==> config.mk <==
export PLATFORM = sky130hd
export DESIGN_NAME = mdc_engine
export DESIGN_NICKNAME = d
export VERILOG_FILES = /design/src/rtl/mdc_pkg.sv /design/src/rtl/mdc_step.sv /design/src/rtl/mdc_engine.sv
export SDC_FILE = /design/constraint.sdc
export NUM_CORES = 1
export LEC_CHECK = 0
export CAP_MARGIN = 5
export CORE_UTILIZATION = 35
export CTS_CLUSTER_DIAMETER = 40
export DETAILED_ROUTE_END_ITERATION = 10
export PLACE_DENSITY = 0.53
export SLEW_MARGIN = 20
export SYNTH_ARGS = -nofsm -noshare
export SYNTH_HDL_FRONTEND = slang
export SYNTH_HIERARCHICAL = 1
export SYNTH_SLANG_ARGS = --single-unit
==> constraint.sdc <==
create_clock -name clk_i -period 3 [get_ports clk_i]
set_clock_uncertainty 0.1 [all_clocks]
set_input_delay 0.45 -clock clk_i [delete_from_list [all_inputs] [get_ports clk_i]]
set_output_delay 0.45 -clock clk_i [all_outputs]
set_load 0.05 [all_outputs]
==> src/rtl/mdc_pkg.sv <==
// Shared types and constants for the binary-GCD engine.
// Optional feature macro: MDC_CYCLE_CNT_EN (adds the cyc_o cycle counter).
package mdc_pkg;

    typedef enum logic [1:0] {
        IDLE = 2'd0,
        CALC = 2'd1,
        DONE = 2'd2
    } state_t;

    // Worst-case number of CALC cycles for a WIDTH-bit operand pair.
    function automatic int calc_bound(input int width);
        return 2 * width;
    endfunction

endpackage

==> src/rtl/mdc_step.sv <==
// One iteration of the binary (Stein) GCD reduction, purely combinational.
// Exactly one rule fires per call; eq flags that the pair has converged.
module mdc_step
    import mdc_pkg::*;
#(
    parameter int WIDTH = 8,
    parameter int KW    = $clog2(WIDTH + 1)
) (
    input  logic [WIDTH-1:0] x,
    input  logic [WIDTH-1:0] y,
    input  logic [KW-1:0]    k,
    output logic [WIDTH-1:0] x_nxt,
    output logic [WIDTH-1:0] y_nxt,
    output logic [KW-1:0]    k_nxt,
    output logic             eq
);

    // Priority-ordered reduction: equal, both even, x even, y even, both odd.
    always_comb begin
        x_nxt = x;
        y_nxt = y;
        k_nxt = k;
        eq    = (x == y);
        if (eq) begin
            // converged; caller produces x << k
        end else if (!x[0] && !y[0]) begin
            x_nxt = x >> 1;
            y_nxt = y >> 1;
            k_nxt = k + KW'(1);
        end else if (!x[0]) begin
            x_nxt = x >> 1;
        end else if (!y[0]) begin
            y_nxt = y >> 1;
        end else if (x > y) begin
            // odd - odd is even, so the halving never drops a set bit
            x_nxt = (x - y) >> 1;
        end else begin
            y_nxt = (y - x) >> 1;
        end
    end

endmodule

==> src/rtl/mdc_engine.sv <==
// Multi-cycle binary GCD engine: IDLE -> CALC (one reduction per cycle) -> DONE.
// Optional feature macro: MDC_CYCLE_CNT_EN adds cyc_o, the CALC-cycle count
// of the most recent computation.
module mdc_engine
    import mdc_pkg::*;
#(
    parameter int WIDTH = 8
) (
    input  logic             clk_i,
    input  logic             rst_i,
    input  logic             enb_i,
    input  logic [WIDTH-1:0] dtx_i,
    input  logic [WIDTH-1:0] dty_i,
    output logic             busy_o,
    output logic             done_o,
`ifdef MDC_CYCLE_CNT_EN
    output logic [$clog2(calc_bound(WIDTH)+1)-1:0] cyc_o,
`endif
    output logic [WIDTH-1:0] dt_o
);

    localparam int KW = $clog2(WIDTH + 1);

    state_t           state, state_nxt;
    logic [WIDTH-1:0] x, y, x_nxt, y_nxt;
    logic [KW-1:0]    k, k_nxt;
    logic             eq;
    logic             capture;
    logic             zero_op;

    assign capture = (state == IDLE) && enb_i;
    assign zero_op = (dtx_i == '0) || (dty_i == '0);

    mdc_step #(.WIDTH(WIDTH), .KW(KW)) u_step (
        .x     (x),
        .y     (y),
        .k     (k),
        .x_nxt (x_nxt),
        .y_nxt (y_nxt),
        .k_nxt (k_nxt),
        .eq    (eq)
    );

    // State register.
    always_ff @(posedge clk_i or posedge rst_i) begin
        if (rst_i) state <= IDLE;
        else       state <= state_nxt;
    end

    // Next-state and status outputs; enb_i only matters in IDLE.
    always_comb begin
        state_nxt = state;
        busy_o    = 1'b0;
        done_o    = 1'b0;
        case (state)
            IDLE: if (enb_i) state_nxt = zero_op ? DONE : CALC;
            CALC: begin
                busy_o = 1'b1;
                if (eq) state_nxt = DONE;
            end
            DONE: begin
                done_o    = 1'b1;
                state_nxt = IDLE;
            end
            default: state_nxt = IDLE;
        endcase
    end

    // Operand/shift registers and the held result.
    always_ff @(posedge clk_i or posedge rst_i) begin
        if (rst_i) begin
            x    <= '0;
            y    <= '0;
            k    <= '0;
            dt_o <= '0;
        end else if (capture) begin
            x <= dtx_i;
            y <= dty_i;
            k <= '0;
            // gcd(a,0) = a and gcd(0,0) = 0 both fall out of a plain OR
            if (zero_op) dt_o <= dtx_i | dty_i;
        end else if (state == CALC) begin
            if (eq) begin
                // result never exceeds the larger operand, so no bits are lost
                dt_o <= x << k;
            end else begin
                x <= x_nxt;
                y <= y_nxt;
                k <= k_nxt;
            end
        end
    end

`ifdef MDC_CYCLE_CNT_EN
    localparam int CW = $clog2(calc_bound(WIDTH) + 1);

    // CALC-cycle counter: cleared on capture, held outside CALC.
    always_ff @(posedge clk_i or posedge rst_i) begin
        if (rst_i)               cyc_o <= '0;
        else if (capture)        cyc_o <= '0;
        else if (state == CALC)  cyc_o <= cyc_o + CW'(1);
    end
`endif

endmodule

==> results.md <==
* H-tree lvl count: 2
* Die Ht: 93.9 um
* wire length of the first global-routing pass: 14.2 mm
* final instance area: 3670 um2
* summed negative setup slack over all endpoints: 0 ns
* startpoint type of the worst setup path: flop
* root buffer cell: sky130_fd_sc_hd__clkbuf_8
* total via count after detailed routing: 2843
* post-synth top area cell: sky130_fd_sc_hd__dfrtp_1
* number of DRC violations after detailed routing: 0
* IO buf count: 28
* Synth Flop Type: sky130_fd_sc_hd__dfrtp_1
* Total Wirelength: 8.76 mm
* number of hold violations in the final report: 0
* per-instance average area after synthesis: 8.60 um2
* area inside the core boundary: 8220 um2
* area of the mapped netlist: 2960 um2
* initial core utilization: 0.360
* worst slew margin relative to its limit: 0.485
* hold buffer count at cts: 0
* post-layout minimum cycle time: 2.86 ns
* critical setup path kind: reg -> reg
* vias in the first global route: 2758
* Gate Count Post-Synth: 344
* die outline width: 93.9 um
* worst hold-check slack: 0.411 ns
* number of standard-cell rows in the floorplan: 33
* FMAX: 350 MHz
* sequential cell area fraction in the yosys report: 0.254
* critical path peak fanout: 12
* most instantiated cells after synthesis: sky130_fd_sc_hd__nand2_1, sky130_fd_sc_hd__dfrtp_1, sky130_fd_sc_hd__nor2_1
* largest net degree at the start of global routing: 37
* #FFs+latches synth: 30
* global-route usage over all layers: 0.210
* hold crit path type: reg -> reg
* Final period util: 0.953
* proportion of synthesized flip-flops having asynchronous set or reset: 1.00
* Pins Over Slew Limit: 0
* violation count after the first detailed-routing iteration: 181
* total CTS buffers: 5
* remaining global-route overflow: 0
* area of placed instances: 3530 um2
* wire length per cell after detailed routing: 17.5 um
* EDFF count, synth: 0
* DRT Pass-1 Iters: 4
* mean number of vias per cell: 5.67
* Final #Nets: 433
* TritonCTS clock tree: built
* Yosys cell types: 67
* run status: complete, no violations
* total nets after synthesis: 382
* signal arrival time at the worst endpoint: 2.94 ns
* signed area change from the synthesized netlist to the final layout: 24.0%
* max_cap viols: 0
* HPWL after DPL: 6.89 mm
* clock tree buffer depth: 2
* weighted congestion at the end of routability-driven global placement: 0.907
* transition at the pin with the smallest max-transition slack: 0.771 ns
* full die area: 8820 um2
* total number of clock tree sinks: 30
* most frequent cell after synthesis: sky130_fd_sc_hd__nand2_1
* Routed Antenna Nets: 0
* Filler Cell Count: 836
* antenna violations before repair: 0
* RSZ-0062 raised after global routing: false
* Yosys top cell area share: 0.254
* Reg clk slew, reported paths: 0.07 ns
* Post CTS Setup Buffer Count: 0
* number of primary I/O pins: 29
* largest cells by area after synthesis: sky130_fd_sc_hd__dfrtp_1, sky130_fd_sc_hd__ha_1, sky130_fd_sc_hd__mux2i_1
* Synthesis Warnings: 6
* fraction of final layout cells sized beyond drive strength 1: 0.197
* core utilization of the finished layout: 0.446
* endpoint type of the worst setup path: flop
* endpoint required time on the critical path: 3.08 ns
* antenna diode count: 0
* number of setup violations in the final report: 0
* clk_lat worst skew: 0.29 ns
layout make-up:
cell class	count	area (um2)	area share
inverters	22	83.8	0.0229
clock buffers	5	68.8	0.0188
well taps	105	131	0.0358
multi-input cells	275	2050	0.559
clock inverters	3	40.0	0.0109
repair buffers	61	541	0.147
flip-flops and latches	30	752	0.205
metal layers:
layer	global-route usage	share of wire	vias up
met2	0.336	0.48	80
met4	0.0462	0.0098	0
li1	-	-	1367
met1	0.295	0.47	1389
met5	0	0	-
met3	0.0356	0.047	7
flip-flops by register name (all words and copies together), names as in the netlist:
register,flops
k,4
y,8
state,2
dt_o,8
x,8
final timing paths:
| check | startpoint | to | slack (ns) | depth (start not counted) |
|---|---|---|---|---|
| setup / recovery | y[7] | dt_o[3] | 0.14 | 10 |
| hold / removal | dt_o[7] | dt_o[7] | 0.41 | 1 |
| setup reg to reg | y[7] | dt_o[3] | 0.14 | 10 |
| hold reg to reg | dt_o[7] | dt_o[7] | 0.41 | 1 |
| max in group asynchronous | rst_i | y[0] | 2.03 | 3 |
| min in group asynchronous | rst_i | dt_o[1] | 0.45 | 3 |
cell families (layout without fill, tap and decap cells):
family	Yosys count	after routing	share of synthesized area
AOI/OAI and AO/OA	96	96	0.236
xor gates and xnor gates	11	11	0.0326
adders and majority gates	19	19	0.0854
buffers and inverters	39	91	0.0630
DFF	30	30	0.254
muxes	31	31	0.130
and+or+nand+nor	118	118	0.199
critical path, stage by stage (launching register included):
cell	delay, ns
sky130_fd_sc_hd__dfrtp_1	0.39
sky130_fd_sc_hd__inv_1	0.09
sky130_fd_sc_hd__ha_1	0.29
sky130_fd_sc_hd__inv_1	0.05
sky130_fd_sc_hd__or4_4	0.57
sky130_fd_sc_hd__clkinv_2	0.09
sky130_fd_sc_hd__buf_4	0.19
sky130_fd_sc_hd__mux2i_1	0.13
sky130_fd_sc_hd__a311oi_4	0.26
sky130_fd_sc_hd__buf_4	0.22
sky130_fd_sc_hd__mux2_2	0.35
repair_timing:
action,in CTS,in global routing
gates resized for setup,0,6
endpoints found under the setup margin,0,13
hold endpoints to repair,0,0
cell usage in the layout (no fill, tap or decap), types with 5 or more instances in the layout:
cell and n:
sky130_fd_sc_hd__nand2_1 37, sky130_fd_sc_hd__buf_4 32, sky130_fd_sc_hd__dfrtp_1 29, sky130_fd_sc_hd__nor2_1 28
sky130_fd_sc_hd__clkdlybuf4s50_1 28, sky130_fd_sc_hd__o21ai_0 26, sky130_fd_sc_hd__inv_1 21, sky130_fd_sc_hd__mux2i_1 17
sky130_fd_sc_hd__ha_1 17, sky130_fd_sc_hd__nand3_1 16, sky130_fd_sc_hd__a21oi_1 13, sky130_fd_sc_hd__mux2_2 9
sky130_fd_sc_hd__xnor2_1 9, sky130_fd_sc_hd__a22oi_1 6, sky130_fd_sc_hd__nor2b_1 5, sky130_fd_sc_hd__mux4_2 5
sky130_fd_sc_hd__nor4_1 5, sky130_fd_sc_hd__clkbuf_8 5
through the flow:
step	worst slack, ns	std cells
finish	0.140	501
global route	0.0129	501
CTS	0.117	501
detailed placement	0.139	493
global placement	0.158	493
floorplan	0.179	344
Power is not shown: default switching activity piles up to over one toggle a cycle in this logic, so the estimate is an artifact.
